<file path="config.mk">
export PLATFORM = sky130hd
export DESIGN_NAME = vc_ctrl_param
export DESIGN_NICKNAME = d
export VERILOG_FILES = /design/src/rtl/vc_ctrl_param.sv
export SDC_FILE = /design/constraint.sdc
export NUM_CORES = 1
export LEC_CHECK = 0
export ABC_AREA = 1
export ABC_CLOCK_PERIOD_IN_PS = 1910
export CORE_ASPECT_RATIO = 0.6
export CORE_MARGIN = 3
export CORE_UTILIZATION = 34
export CTS_BUF_LIST = sky130_fd_sc_hd__clkbuf_8
export DETAILED_ROUTE_END_ITERATION = 10
export GPL_TIMING_DRIVEN = 0
export PLACE_DENSITY_LB_ADDON = 0.12
export SLEW_MARGIN = 20
export SYNTH_ARGS = -nofsm -noshare
export SYNTH_HDL_FRONTEND = slang
export SYNTH_SLANG_ARGS = --single-unit
</file>
<file path="constraint.sdc">
create_clock -name clk -period 1.91 [get_ports clk]
set_clock_uncertainty 0.15 [all_clocks]
set_input_delay 0.382 -clock clk [delete_from_list [all_inputs] [get_ports clk]]
set_output_delay 0.382 -clock clk [all_outputs]
set_load 0.02 [all_outputs]
</file>
<file path="src/rtl/vc_ctrl_param.sv">
// Input virtual-channel controller: routes each packet through RC -> VA -> ST and counts its flits.
// Optional feature: define VC_TIMEOUT_EN to add a switch-wait timeout that briefly drops req and pulses tmo_o.
module vc_ctrl_param #(
    parameter int NPORT   = 5,
    parameter int NVCH    = 2,
    parameter int PORTW   = 3,
    parameter int VCHW    = 1,
    parameter int CNTW    = 8,
    parameter int TIMEOUT = 255
) (
    input  logic                    clk,
    input  logic                    rst_n,
    input  logic                    bvalid_i,
    input  logic [1:0]              btype_i,
    input  logic [PORTW-1:0]        port_i,
    input  logic [VCHW-1:0]         ovch_i,
    input  logic [NPORT*NVCH-1:0]   ilck_i,
    input  logic [NPORT*NVCH-1:0]   irdy_i,
    input  logic [NPORT-1:0]        grt_i,
    output logic                    req_o,
    output logic                    send_o,
    output logic                    olck_o,
    output logic [CNTW-1:0]         flits_o,
    output logic                    err_o,
    output logic                    tmo_o
);
    typedef enum logic [1:0] {RC = 2'b00, VA = 2'b01, ST = 2'b10} state_e;
    localparam logic [1:0] T_TAIL = 2'b10;
    localparam logic [1:0] T_HT   = 2'b11;

    state_e                  state_q, state_d;
    logic [CNTW-1:0]         flits_q, flits_d;
    logic                    err_q, err_d;
    logic [NPORT*NVCH-1:0]   lck_sh, rdy_sh;
    logic [NPORT-1:0]        grt_sh;
    logic                    route_bad, sel_lck, sel_rdy, sel_grt;
    logic                    is_head, in_va, in_st, req_raw, req_c, send_c, tmo_hit;

    always_comb begin
        route_bad = (int'(port_i) >= NPORT) || (int'(ovch_i) >= NVCH);
        lck_sh    = ilck_i >> (int'(port_i) * NVCH + int'(ovch_i));
        rdy_sh    = irdy_i >> (int'(port_i) * NVCH + int'(ovch_i));
        grt_sh    = grt_i >> port_i;
        sel_lck   = ~route_bad & lck_sh[0];
        sel_rdy   = ~route_bad & rdy_sh[0];
        sel_grt   = ~route_bad & grt_sh[0];
        is_head   = btype_i[0];
        in_va     = (state_q == VA);
        in_st     = (state_q == ST);
        req_raw   = (in_va & bvalid_i & ~sel_lck) | (in_st & bvalid_i);
        req_c     = req_raw & ~tmo_hit;
        send_c    = req_c & sel_grt & sel_rdy;
    end

`ifdef VC_TIMEOUT_EN
    localparam int WAITW = (TIMEOUT > 1) ? $clog2(TIMEOUT + 1) : 1;
    logic [WAITW-1:0] wait_q, wait_d;
    logic             tmo_q;

    assign tmo_hit = (in_va | in_st) && (int'(wait_q) >= TIMEOUT);

    // Only an unbroken run of unanswered requests counts toward the timeout.
    always_comb begin
        wait_d = '0;
        if ((in_va | in_st) && req_c && !send_c)
            wait_d = WAITW'(wait_q + 1'b1);
    end

    always_ff @(posedge clk or negedge rst_n) begin
        if (!rst_n) begin
            wait_q <= '0;
            tmo_q  <= 1'b0;
        end else begin
            wait_q <= wait_d;
            tmo_q  <= tmo_hit;
        end
    end

    assign tmo_o = tmo_q;
`else
    assign tmo_hit = 1'b0;
    assign tmo_o   = 1'b0;
`endif

    always_comb begin
        state_d = state_q;
        flits_d = flits_q;
        err_d   = bvalid_i & route_bad;
        case (state_q)
            VA: begin
                if (send_c)
                    state_d = (btype_i == T_HT || btype_i == T_TAIL) ? RC : ST;
            end
            ST: begin
                if (bvalid_i && is_head)
                    err_d = 1'b1;
                if (send_c && btype_i == T_TAIL)
                    state_d = RC;
            end
            default: begin
                // The unused encoding behaves as RC so a corrupted state recovers on the next head.
                state_d = RC;
                if (bvalid_i) begin
                    if (is_head) begin
                        state_d = VA;
                        flits_d = '0;
                    end else begin
                        err_d = 1'b1;
                    end
                end
            end
        endcase
        if (send_c && flits_q != '1)
            flits_d = flits_q + 1'b1;
    end

    always_ff @(posedge clk or negedge rst_n) begin
        if (!rst_n) begin
            state_q <= RC;
            flits_q <= '0;
            err_q   <= 1'b0;
        end else begin
            state_q <= state_d;
            flits_q <= flits_d;
            err_q   <= err_d;
        end
    end

    assign req_o   = req_c;
    assign send_o  = send_c;
    assign olck_o  = in_va | in_st;
    assign flits_o = flits_q;
    assign err_o   = err_q;
endmodule

</file>
Word-level counts from Yosys, hierarchy flattened
Index checks and enable logic that the tools add are counted.

Bits in registers: 11. Input port bits: 34. Output and inout port bits: 13. Word-level logic and storage cells: 53.

Add/sub/neg operators: 2. Order comparisons: 1. Equality and inequality tests: 8. Shift operators: 3. Mux-type cells: 14. Bitwise logic cells: 13. Reductions and logical operators: 9.

Operator list (number): two-way mux 8 bit (4); >> shifter 10 x 32 -> 1 bit (1); >> shifter 10 x 5 -> 1 bit (1); AND 1 bit (9); adder 8 x 1 -> 8 bit (second input constant) (1); inequality test 8 bit (second input constant) (1); equality test 2 bit (second input constant) (3); two-way mux 2 bit (3); inequality test 2 x 1 -> 1 bit (second input constant) (3); adder 4 x 1 -> 5 bit (1); two-way mux 1 bit (5); >> shifter 5 x 3 -> 1 bit (1); case mux 2 bit (2 select lines) (1); nonzero test 2 bit (2); greater-or-equal comparator 3 bit (second input constant) (1); logical AND 1 bit (3); AND reduction 3 bit (1); equality test 2 x 1 -> 1 bit (second input constant) (1); inverter 1 bit (2); OR 1 bit (2); case mux 1 bit (2 select lines) (1); AND reduction 2 bit (1); OR reduction 2 bit (1); logical OR 1 bit (1).

Logic depth before layout (Yosys ltp)
Word-level depth: 11. Depth in mapped cells: 14. Gate-level depth less buffers: 14.

Worst setup path after synthesis
OpenSTA, ideal clock, no wires.

Path kind: register -> register. Start point: register flits_q[0], in the netlist flits_o[0]. End point: register flits_q[4], in the netlist flits_o[4]. Library setup time: 0.118 ns. Data arrival time: 1.541 ns. Required time: 1.642 ns. Setup slack: 0.101 ns. Stages on the path, launching flop included: 9. Buffers on the path: 1. Period minus slack after synthesis: 1.809 ns. Cells stage by stage: dfrtp_1 ha_1 nand3_1 nor4_1 nand2_1 nand3_2 buf_6 or2_1 nand2_1.

Word-level cells in the longest chain between the ends: 4. Elaborated cells between the ends (all ways): 8. Classes of those cells: add/sub (1); eq/ne (2); mux (1); reduce/logical (4).

RTL lines: start, declared (line 32) `logic [CNTW-1:0] flits_q, flits_d;`; start signal, assigned (line 124) `flits_q <= flits_d;`; branches (longest 4 deep; another with adder 8 x 1 -> 8 bit).

Parallel ways; which one is timed is not known. A chain may end at the register's enable or synchronous reset.

Worst setup path after layout
Start point: input port grt_i[0]. End point: output port send_o.

Word-level cells in the longest chain between the ends: 4.

RTL lines: start, declared (line 19) `input logic [NPORT-1:0] grt_i,`; >> shifter 5 x 3 -> 1 bit (line 43) `grt_sh = grt_i >> port_i;`; AND 1 bit (line 46) `sel_grt = ~route_bad & grt_sh[0];`; AND 1 bit (2 in series) (line 52) `send_c = req_c & sel_grt & sel_rdy;`; end, declared (line 21) `output logic send_o,`.

No other way between the ends.

==> results.md <==
* Reg2Reg Depth at 12
* Htree depth at 1
* # clock sinks at 11
* Count of cell types in the netlist at 22
* CTS Buf Count at 3
* Final Non-Filler Cells at approximately 250
* Clk slew on worst S/H paths at approximately 50 ps
* Critical-path cell list: clkdlybuf4s50_1, nor2_1, nor2_1, nand2_1, nand2_1, nand2_1, nand2_2, nand2_2, inv_2, buf_6
* Register bit total from synthesis at 11
* Most used cell, CP: nand2_1
* FMAX at 490 MHz
* Share of cells above drive strength 1 at 21.7%
* DR WL/cell at 12.8 um
* Final WL at 3.23 mm
* Congestion Overflow GR at 0
* TritonCTS clock tree: yes
* Synth Flop Type: dfrtp_1
* Slowest Stage Delay on Critical Path at about 460 ps
* Via count at between 1k and 1.5k
* Post-synthesis cell area at a little under 1000 um2
* Final Hold Fails at 0
* Share of the clock period used by the worst path at 107%
* Delay-heaviest family, CP: buffers and inverters
* Synth warn at 0
* Largest cells by area after synthesis: dfrtp_1 (28%), nand2_1 (21%), nand3_1 (14%)
* Global-route wire length before repair at approximately 4.8 mm
* Critical path type: primary input to output port
* Status: finished with violations
* Remaining DRCs at 0
* I/O Buffers at between 40 and 50
* Crit. End Element: output port
* Async SR Flop Fraction at 100%
* Syn Inst Count at approximately 160
* Req. time, crit path at 1380 ps
* Final setup vio count at 2
* GPL Wtd Cong at 0.833
* Slew headroom at between 60% and 70%
* Row cnt at 14
* Largest net degree at the start of global routing at 12
* Core box area at 2630 um2
* RSZ-0062 raised after global routing: yes
* Final worst-path setup slack at -132 ps
* DP Area at 1470 um2
* Vias per cell at 4.94
* P&R area growth vs syn at 71.2%
* Post-DP HPWL at approximately 2.2 mm
* Post-synth top area cell: dfrtp_1
* Final Instance Area at between 1500 and 2000 um2
* Final Critical Period at 2040 ps
* CP max FO at 2
* Synth cell count leaders: nand2_1 (55), inv_1 (27), nand3_1 (27)
* I/O pin count at 47
* Synth Area per Inst at 6.25 um2
* Deepest clock path buffer count at 2
* Chip Height at 47.7 um
* Tightest Pin Transition at between 500 and 600 ps
* Full die area at ~3600 um2
* Final Power at 0.898 mW
* Failing checks: setup timing
* Max cap viols at 0
* Sequential-to-total area share from yosys stat at around 28%
* Setup WS pre-CTS at -1030 ps
* VDD IR max at 0.328 mV
* # hold bufs at CTS at 0
* Synthesized Nets at 195
* Initial DRC Count at 88
* Critical path depth at 10
* Startpoint types: primary input
* Ant. Diodes at 0
* Initial antenna violation count at 0
* Crit path buf inv count at 3
* Later-pin clock latency in the skew report at ~250 ps
* Pwr/cell area at about 530 nW/um2
* HP Class: primary input to asynchronous set/reset pin
* Initial Utilization at between 30% and 40%
* Leakage power at 0.998 nW
* Die Wd at 75.6 um
* Total GRT Usage at 18.2%
* First drt pass iteration count at 4
* Synth top area share at between 20% and 30%
* Slew Limit Fails at 0
* Vias in the first global route at 1051
* Core Util, Final at approximately 64%
* Most common cell in the netlist: nand2_1
* Arrival @ worst endpoint at 1510 ps
* Clk root buf: clkbuf_8
* Placed cells at 234
* Slowest-stage cell, CP: clkdlybuf4s50_1
* Number of nets in the layout at around 260
* DRT antenna net count at 0
* Number of synthesized flops with an enable pin at 0
## final timing paths
path | start | to | slack (ps)
max in group asynchronous | rst_n | flits_o[0]$_DFFE_PN0P_ | 910
worst max register to register | state_q[1]$_DFFE_PN0P_ | flits_o[4]$_DFFE_PN0P_ | 50
worst min register to register | state_q[0]$_DFFE_PN0P_ | state_q[0]$_DFFE_PN0P_ | 390
worst max-delay path | grt_i[0] | send_o | -130
min in group clk | state_q[0]$_DFFE_PN0P_ | state_q[0]$_DFFE_PN0P_ | 390
worst min-delay path | rst_n | flits_o[3]$_DFFE_PN0P_ | 320
## cell type report
class | count | area, um2
clock buffer | 3 | 41.3
inverter | 28 | 108
sequential | 11 | 277
timing repair buffer | 59 | 537
multi-input combinational | 115 | 643
tap | 32 | 40.0
clock inverter | 1 | 3.75
buffer | 4 | 41.3
fill | 233 | 937
## report_power, final
part           leakage (nW)  total (mW)  switching [mW]  internal, mW
clock network        0.0269       0.237          0.0957         0.142
registers             0.150       0.269          0.0175         0.252
logic                 0.821       0.392           0.193         0.199
## per-stage QoR
| step | setup TNS (ps) | hold WS [ps] |
|---|---|---|
| after floorplan | 0 | -63.6 |
| after global placement | -4440 | 348 |
| after detailed placement | -4760 | 360 |
| after CTS | -202 | 345 |
| after global routing | -502 | 364 |
| final | -218 | 323 |
## worst reg2reg max path: cells and delay by family, from the launching register on
| family | cells | cell delay, ps |
|---|---|---|
| AND/OR/NAND/NOR | 6 | 550 |
| adder cells (fa/ha/maj) | 1 | 170 |
| AO/OA/AOI/OAI | 1 | 160 |
| buffers and inverters | 4 | 390 |
| flip-flops | 1 | 390 |
## layer usage
layer	vias to the layer above	track usage, %	share of wire [%]
met4	0	6.97	2.7
met2	56	27.6	46
met1	571	25.1	43
met3	8	4.61	8.3
met5	-	0	0
li1	616	-	-
## sequential cells by signal (all words and copies together) (netlist names)
register and flops:
err_o 1, flits_o 8, state_q 2
## layout by cell type (no fill, tap or decap), types with 4 or more instances in the layout
cell             instances
buf_4                   14
nor2_1                   7
dfrtp_1                 10
xor2_1                   4
clkdlybuf4s50_1         16
nand3_1                 24
dlygate4sd2_1           20
nand2_1                 51
buf_6                    8
inv_1                   26
nand2_2                  6
## kinds of logic (layout without fill, tap and decap cells)
group	count (synthesis)	in the layout	synth area share, %
XOR/XNOR	4	4	3.55
AO/OA/AOI/OAI	5	5	3.55
other	1	1	0.380
adder cells (fa/ha/maj)	3	3	3.80
flip-flops	11	11	27.9
AND/OR/NAND/NOR	102	102	46.0
buffers and inverters	32	95	14.8
## timing repair
| item | 4_1_cts | 5_1_grt |
|---|---|---|
| endpoints found under the setup margin | 13 | 14 |
| gates cloned | 2 | 0 |
| pin swaps | 25 | 5 |
| gates resized for setup | 46 | 22 |
| buffers inserted | 9 | 5 |
Note: power is estimated with default switching activity, not from simulation.
